**src/rtl/bram_stream_reader.sv**
```systemverilog
`default_nettype none
// ============================================================================
// Module      : bram_stream_reader
// Description : Read-side engine for a simple dual-port block RAM with a
//               registered read port (1-cycle read latency). A start command
//               reads `length` words beginning at `base_addr` and streams them
//               out on a valid/ready interface, flagging the final word with
//               m_last. A small output FIFO absorbs the RAM read latency and
//               downstream backpressure so the stream can run at 1 word/cycle.
// Ports       : clk, rst            - clock, synchronous active-high reset
//               start, base_addr,   - command strobe and its run parameters
//               length                (sampled only while idle)
//               busy, done          - run in progress / 1-cycle completion
//               ram_rd_en,          - RAM read request and address
//               ram_addr_rd
//               ram_rd_data         - RAM read data, valid 1 cycle after rd_en
//               m_valid, m_data,    - output stream
//               m_last, m_ready
// Revision    : 1.0 - initial release
// ============================================================================
module bram_stream_reader #(
    parameter int DATA_WIDTH = 32,
    parameter int DEPTH      = 2**10,
    parameter int OUT_DEPTH  = 4,
    localparam int AW        = $clog2(DEPTH)
) (
    input  logic                  clk,
    input  logic                  rst,
    input  logic                  start,
    input  logic [AW-1:0]         base_addr,
    input  logic [AW:0]           length,
    output logic                  busy,
    output logic                  done,
    output logic                  ram_rd_en,
    output logic [AW-1:0]         ram_addr_rd,
    input  logic [DATA_WIDTH-1:0] ram_rd_data,
    output logic                  m_valid,
    output logic [DATA_WIDTH-1:0] m_data,
    output logic                  m_last,
    input  logic                  m_ready
);

    localparam int PW = $clog2(OUT_DEPTH);
    localparam int CW = $clog2(OUT_DEPTH + 1);
    localparam logic [CW:0]   C_OUT_DEPTH = (CW+1)'(OUT_DEPTH);
    localparam logic [AW-1:0] C_ADDR_MAX  = AW'(DEPTH - 1);
    localparam logic [PW-1:0] C_PTR_MAX   = PW'(OUT_DEPTH - 1);

    typedef enum logic [0:0] {
        S_IDLE = 1'b0,
        S_RUN  = 1'b1
    } state_t;

    state_t                  state_q;
    logic [AW-1:0]           addr_q;
    logic [AW:0]             issue_cnt_q;
    logic [AW:0]             beat_cnt_q;
    logic                    pend_q;
    logic                    done_q;
    logic [DATA_WIDTH-1:0]   fifo_mem_q [OUT_DEPTH];
    logic [PW-1:0]           wr_ptr_q;
    logic [PW-1:0]           rd_ptr_q;
    logic [CW-1:0]           fifo_cnt_q;

    logic [CW:0]             w_occupancy;
    logic                    w_rd_en;
    logic                    w_push;
    logic                    w_pop;

    function automatic logic [PW-1:0] ptr_inc(input logic [PW-1:0] p);
        return (p == C_PTR_MAX) ? '0 : p + PW'(1);
    endfunction

    // Words already queued plus the one landing this cycle. A read issued now
    // lands next cycle, so keeping this below OUT_DEPTH guarantees a free slot.
    assign w_occupancy = {1'b0, fifo_cnt_q} + {{CW{1'b0}}, pend_q};
    assign w_rd_en     = (state_q == S_RUN) && (issue_cnt_q != '0) &&
                         (w_occupancy < C_OUT_DEPTH);
    assign w_push      = pend_q;
    assign w_pop       = m_valid && m_ready;

    assign busy        = (state_q == S_RUN);
    assign done        = done_q;
    assign ram_rd_en   = w_rd_en;
    assign ram_addr_rd = addr_q;
    assign m_valid     = (fifo_cnt_q != '0);
    assign m_data      = fifo_mem_q[rd_ptr_q];
    // The FIFO head is always the beat at position beat_cnt_q from the end.
    assign m_last      = m_valid && (beat_cnt_q == (AW+1)'(1));

    always_ff @(posedge clk) begin
        if (rst) begin
            state_q     <= S_IDLE;
            addr_q      <= '0;
            issue_cnt_q <= '0;
            beat_cnt_q  <= '0;
            pend_q      <= 1'b0;
            done_q      <= 1'b0;
            wr_ptr_q    <= '0;
            rd_ptr_q    <= '0;
            fifo_cnt_q  <= '0;
            for (int i = 0; i < OUT_DEPTH; i++) begin
                fifo_mem_q[i] <= '0;
            end
        end else begin
            done_q <= 1'b0;

            case (state_q)
                S_IDLE: begin
                    if (start) begin
                        if (length != '0) begin
                            addr_q      <= base_addr;
                            issue_cnt_q <= length;
                            beat_cnt_q  <= length;
                            state_q     <= S_RUN;
                        end else begin
                            done_q <= 1'b1;
                        end
                    end
                end
                S_RUN: begin
                    if (w_rd_en) begin
                        addr_q      <= (addr_q == C_ADDR_MAX) ? '0 : addr_q + AW'(1);
                        issue_cnt_q <= issue_cnt_q - (AW+1)'(1);
                    end
                    if (w_pop) begin
                        beat_cnt_q <= beat_cnt_q - (AW+1)'(1);
                        if (m_last) begin
                            state_q <= S_IDLE;
                            done_q  <= 1'b1;
                        end
                    end
                end
                default: state_q <= S_IDLE;
            endcase

            // RAM data for a read issued this cycle arrives next cycle.
            pend_q <= w_rd_en;

            if (w_push) begin
                fifo_mem_q[wr_ptr_q] <= ram_rd_data;
                wr_ptr_q             <= ptr_inc(wr_ptr_q);
            end
            if (w_pop) begin
                rd_ptr_q <= ptr_inc(rd_ptr_q);
            end
            case ({w_push, w_pop})
                2'b10:   fifo_cnt_q <= fifo_cnt_q + CW'(1);
                2'b01:   fifo_cnt_q <= fifo_cnt_q - CW'(1);
                default: fifo_cnt_q <= fifo_cnt_q;
            endcase
        end
    end

endmodule
`default_nettype wire

```
**config.mk**
```make
export PLATFORM = sky130hd
export DESIGN_NAME = bram_stream_reader
export DESIGN_NICKNAME = d
export VERILOG_FILES = /design/src/rtl/bram_stream_reader.sv
export SDC_FILE = /design/constraint.sdc
export NUM_CORES = 1
export LEC_CHECK = 0
export ABC_AREA = 1
export CORE_UTILIZATION = 50
export CTS_CLUSTER_DIAMETER = 80
export DETAILED_ROUTE_END_ITERATION = 7
export GPL_TIMING_DRIVEN = 0
export PLACE_DENSITY = 0.86
export RECOVER_POWER = 25
export REMOVE_ABC_BUFFERS = 1
export SYNTH_ARGS = -nofsm -noshare
export SYNTH_HDL_FRONTEND = slang
export SYNTH_SLANG_ARGS = --single-unit
```
**constraint.sdc**
```tcl
create_clock -name clk -period 3.15 [get_ports clk]
set_input_delay 0.315 -clock clk [delete_from_list [all_inputs] [get_ports clk]]
set_output_delay 0.315 -clock clk [all_outputs]
set_load 0.02 [all_outputs]
```
==> metrics.txt, run 1 <==
status=complete, but fails checks; violated checks=max-capacitance violations, max-slew violations; vias in the first global route=6458; post-route ant nets=0; Avg Inst Size Synth=8.60 µm²; fillers=between 1000 and 1500; Worst Slack Setup Final=around 0.10 ns; DR WL/cell=around 15 µm; DIE WIDTH=between 100 and 150 µm; Slowest-stage cell, CP=dfxtp_2; largest net degree at the start of global routing=65; GRT Resource Usage Total=24.5%; H-tree levels=4; Fin Clk Skew=about 0.0054 ns; core area=between 0.015 and 0.02 mm²; clock sink count=between 150 and 200; crit-path cells=clkinvlp_4 -> o21ai_0 -> o22ai_1 -> clkdlybuf4s50_1; CTS clk-pin slew, worst paths=about 0.060 ns; sequential-to-total area share from yosys stat=~58%; port bufs=about 100; CP required=2.83 ns; number of setup violations in the final report=0; initial core utilization=51.4%; Root Driver=clkbuf_16; Hold WC Path Type=reg2reg; Mapped Area=about 0.0082 mm²; initial antenna violation count=0; clock buffers created by TritonCTS=17; crit path capture type=output pin; global-route wire length before repair=around 31000 µm; Pins Over Slew Limit=45; DRC Markers=0; FF+latch count, synth=roughly 170; worst IR drop on VDD=0.476 mV; via count=roughly 7000; kind of critical path=reg2out; layout cell share with drive strength beyond 1=roughly 5.6%; Placer Congestion=0.871; Clock Latency Late Sink=0.42 ns; Die ar.=approximately 0.017 mm²; clk buf depth=2; Relative slew margins=-5.82%; startpoint types=register; Syn-to-layout area delta=21.7%; crit-path max FO=34; RSZ-0062 raised after global routing=no; Power per Cell Area=638 mW/mm²; Die Y=about 130 µm; Post-CTS Hold Buffers=0; CP peak stage delay=0.80 ns; Routed WL=about 20000 µm; hold violation count in the final report=0; DRT iter0 DRCs=about 570; Syn Inst Count=about 950; Peak Freq=0.328 GHz; worst reg2reg setup slack=about 0.34 ns; row count=46; drt via density=between 5 and 6; min Tclk post-route=between 3 and 4 ns; crit share post-route=a little over nine tenths; Async SR Flop Fraction=0%; Placement Setup Slack=-1.59 ns; I/O pin count=~100; Leakage=about 4.2 nW; hold slack=around 0.5 ns; DRT Pass-1 Iters=5; Yosys cell types=41; critical path data arrival time=approximately 2.7 ns; grt total ovfl=0; EDFF count, synth=about 130; Synth Warn #=0; Util after Layout=between 60% and 70%; final net count=1108; dominant synthesized flop cell=edfxtp_1; Max Cap Viol=1; CTS tree=yes; worst-margin pin slew=approximately 1.6 ns; Tot Pwr=around 6.4 mW; n_diodes=0; hpwl dp=roughly 11000 µm
==> layer usage <==
| metal | share of wire, % | global-route usage, % |
|---|---|---|
| met2 | 51 | 43.6 |
| met5 | 0 | 0 |
| met1 | 40 | 29.3 |
| met3 | 8.4 | 5.58 |
| met4 | 1.4 | 7.66 |
==> cells in the final DEF, fill, tap and decap left out, types with 2 or more instances in the layout <==
master / instances
bufinv_16: 2
inv_1: 77
nand3_1: 25
o21ai_0: 101
nand4_1: 4
xor2_1: 2
nor2_1: 286
clkbuf_1: 5
clkbuf_2: 2
nand3_2: 2
clkinv_2: 2
clkdlybuf4s50_1: 90
edfxtp_1: 128
inv_6: 2
buf_4: 5
clkinvlp_4: 6
dfxtp_1: 42
nand2_1: 145
nand2_2: 5
nand2_4: 4
a21boi_0: 3
clkinvlp_2: 2
nor3_1: 2
xnor2_1: 2
ha_1: 7
dfxtp_2: 2
clkbuf_16: 17
nand3b_1: 4
o22ai_1: 33
dlygate4sd3_1: 13
a21oi_1: 19
==> cell type report <==
type | count | area (µm²) | share of cell area (%)
multi-input combinational | 656 | 2980 | 29.8
timing repair inverter | 3 | 17.5 | 0.176
clock inverter | 10 | 115 | 1.15
clock buffer | 21 | 440 | 4.41
inverter | 81 | 323 | 3.23
timing repair buffer | 112 | 1110 | 11.1
sequential | 172 | 4730 | 47.4
tap | 216 | 270 | 2.71
==> registers in the layout (all words and copies together), names as in the netlist, named ones only <==
name	count
issue_cnt_q	11
fifo_mem_q	128
pend_q	1
wr_ptr_q	2
beat_cnt_q	11
busy	1
fifo_cnt_q	3
done	1
ram_addr_rd	10
rd_ptr_q	2
==> worst max-delay path, delay by kind of cell, from the launching register on <==
| kind | cells | cell delay, ns |
|---|---|---|
| buf+inv | 2 | 1.18 |
| flops | 1 | 0.80 |
| compound gates | 2 | 0.33 |
==> synthesized netlist by cell type, types with 2 or more instances <==
cell type	number	area share (%)
inv_1	78	3.6
xor2_1	2	0.21
dfxtp_1	44	11
xnor2_1	2	0.21
edfxtp_1	128	47
buf_2	10	0.61
ha_1	7	1.1
clkinv_1	2	0.092
nand3b_1	4	0.37
clkbuf_1	26	1.2
o21ai_0	101	6.2
nand3_1	26	1.6
buf_12	2	0.49
a21boi_0	3	0.27
nand2_2	3	0.23
nor2_1	286	13
buf_1	5	0.23
a21oi_1	19	1.2
nor3_1	2	0.12
nand4_1	4	0.31
nand2_1	148	6.8
o22ai_1	33	2.5
==> where the power goes <==
part | total, mW | switching [mW] | internal [mW]
sequential | 2.74 | 0.153 | 2.58
clock | 1.99 | 0.828 | 1.16
combinational | 1.64 | 0.974 | 0.662
total | 6.36 | 1.96 | 4.41
==> worst paths after layout <==
check	endpoint	depth (start not counted)	start
max	m_data[18]	4	register
min	register	2	rd_ptr_q[1]
max reg2reg	fifo_mem_q[1][31]	4	pend_q
min reg2reg	register	2	rd_ptr_q[1]
==> cell families (layout without fill, tap and decap cells) <==
family | after synthesis | in the layout | synth area share (%)
simple gates | 482 | 484 | 23.5
xor+xnor | 4 | 4 | 0.427
buf+inv | 128 | 227 | 6.64
flops | 172 | 172 | 57.6
fa+ha+maj | 8 | 8 | 1.31
compound gates | 160 | 160 | 10.5
==> per-stage QoR <==
stage / area (µm²) / setup TNS, ns / instances
after floorplan: 7960 / -12.65 / 907
after detailed placement: 9360 / -141.38 / 1229
after global placement: 9260 / -341.62 / 1226
after CTS: 10000 / 0 / 1270
final: 9980 / 0 / 1271
after global routing: 9980 / 0 / 1271
==> repair_timing <==
item                       CTS  global route
setup endpoints to repair  160            95
pin swaps                    1             0
gates cloned                 4             1
gates resized for setup      8             4
buffers inserted             6             0
(Power assumes the default switching activity.)
==> run 2, diff against run 1 <==
- CAP_MARGIN: default -> 20
==> metrics.txt, run 2 (synthesis results as in run 1) <==
layout cell share with drive strength beyond 1=between 4 and 5%; initial core utilization=51.4%; Reg power frac=between 40% and 50%; Post-CTS Hold Buffers=0; H-tree levels=4; row count=46; Reg area=0.00473 mm²; register name with the most flops=fifo_mem_q; kind of critical path=in2reg; grt total ovfl=0; Root Driver=clkbuf_16; Clk pwr share=a little under a third; Placement Setup Slack=-0.758 ns; CTS tree=yes; Clock Latency Late Sink=0.43 ns; vias in the first global route=6390; n_diodes=0; CP required=between 3 and 4 ns; Int Pwr=between 4 and 5 mW; Hold WC Path Type=reg2reg; final net count=1103; Tot Pwr=approximately 6.4 mW; hpwl dp=approximately 12000 µm; port bufs=103; initial antenna violation count=0; DRT iter0 DRCs=500; top cell family by delay on the critical path=simple AND/OR/NAND/NOR gates; GRT Resource Usage Total=a little under a quarter; I/O pin count=about 100; DIE WIDTH=130 µm; core area=0.0159 mm²; Max Cap Viol=0; critical path data arrival time=between 3 and 4 ns; # Post-CTS Setup Buffers=0; clk buf depth=2; most common cell after layout, fill and taps aside=nor2_1; Power per Cell Area=approximately 640 mW/mm²; Layout Cells excl Fill=approximately 1300; RSZ-0062 raised after global routing=no; leading registers by flop count=fifo_mem_q (128), beat_cnt_q (11), issue_cnt_q (11); drt via density=between 5 and 6; Placed Instances=1234; Placer Congestion=between 0.8 and 0.9; CP most frequent cell=nor2_1; status=completed; Leakage=4.22 nW; Fin Clk Skew=approximately 0.0074 ns; max reg flops=~130; Comb power frac=26.1%; r2r worst-path depth=7; crit share post-route=93.8%; DRC Markers=0; DR WL/cell=about 15 µm; worst-margin pin slew=around 1.1 ns; DRT Pass-1 Iters=5; multi-input logic area=between 0.002 and 0.003 mm²; Sw Share=between 30% and 40%; global-route wire length before repair=about 31000 µm; number of setup violations in the final report=0; via count=approximately 6700; worst hold path stage count=2; most frequent cells in the layout=nor2_1 (286), nand2_1 (145), edfxtp_1 (128), o21ai_0 (101), clkdlybuf4s50_1 (92); Slowest-stage cell, CP=clkdlybuf4s50_1; clock sink count=roughly 170; Routed WL=about 19000 µm; largest net degree at the start of global routing=65; min Tclk post-route=approximately 3.0 ns; Peak Freq=around 0.34 GHz; startpoint types=input pin; Syn-to-layout area delta=22.5%; Die ar.=around 0.017 mm²; Pins Over Slew Limit=0; crit-path cells=clkdlybuf4s50_1 -> nor2_1 -> inv_1 -> buf_16 -> nor2_1 -> nand2_1 -> nand2_8; CP Buf/Inv Count=3; Worst path depth=7; crit-path max FO=32; CP peak stage delay=~0.54 ns; hold violation count in the final report=0; worst IR drop on VDD=approximately 0.45 mV; Die Y=approximately 130 µm; CTS clk-pin slew, worst paths=~0.060 ns; Worst Slack Setup Final=around 0.20 ns; clock buffers created by TritonCTS=17; crit path capture type=register; switching power=a little under 2 mW; fillers=between 1000 and 1500; post-route ant nets=0; Relative slew margins=24.8%
==> run 2: worst min-delay path: stages, from the launching register on <==
cell     delay, ns
dfxtp_1       0.31
inv_1         0.08
a21oi_1       0.06
==> run 2: stage by stage <==
stage	utilization (%)	instance area, µm²	hold WS [ns]	TNS [ns]
after floorplan	-	7960	0.384	-12.65
after global placement	58.1	9260	0.480	-341.62
after detailed placement	59.6	9500	0.486	-42.55
after CTS	63.3	10100	0.496	0
after global routing	63.0	10000	0.534	0
final	63.0	10000	0.491	0
==> run 2: worst paths after layout <==
path                                     from           endpoint  slack (ns)
worst min register to register  fifo_cnt_q[2]      fifo_cnt_q[2]        0.49
worst max-delay path                      rst  fifo_mem_q[0][31]        0.20
worst max register to register         pend_q  fifo_mem_q[0][31]        0.29
worst min-delay path            fifo_cnt_q[2]      fifo_cnt_q[2]        0.49
==> run 2: area by class of cell <==
class / count / area share, %
Sequential cell: 172 / 47.0
Timing Repair inverter: 1 / 0.0747
Clock buffer: 20 / 4.35
Tap cell: 216 / 2.69
Inverter: 81 / 3.20
Multi-Input combinational cell: 654 / 29.5
Timing Repair Buffer: 111 / 12.0
Clock inverter: 10 / 1.18
==> run 2: routing by layer <==
metal	track usage [%]	vias up	share of wire, %
li1	-	3309	-
met1	28.9	3082	41
met2	42.3	276	50
met3	5.82	24	8.0
met4	7.32	0	1.2
met5	0	-	0
==> run 2: power groups by stage <==
stage / registers (mW) / logic [mW] / clock network [mW]
after floorplan: 2.76 / 0.922 / 0
after global placement: 2.80 / 1.55 / 0
after detailed placement: 2.76 / 1.67 / 0
after CTS: 2.72 / 1.69 / 2.01
after global routing: 2.74 / 1.83 / 2.11
final: 2.72 / 1.67 / 2.00
==> run 2: what timing repair did <==
action | 4_1_cts | 5_1_grt
endpoints found under the setup margin | 104 | 32
cloned | 1 | 0
gates resized for setup | 8 | 1
==> run 3, diff against run 2 <==
- CAP_MARGIN: 20 -> 0
==> results of run 3 <==
Same layout as run 1: the final DEF is identical, and so are final timing and power.
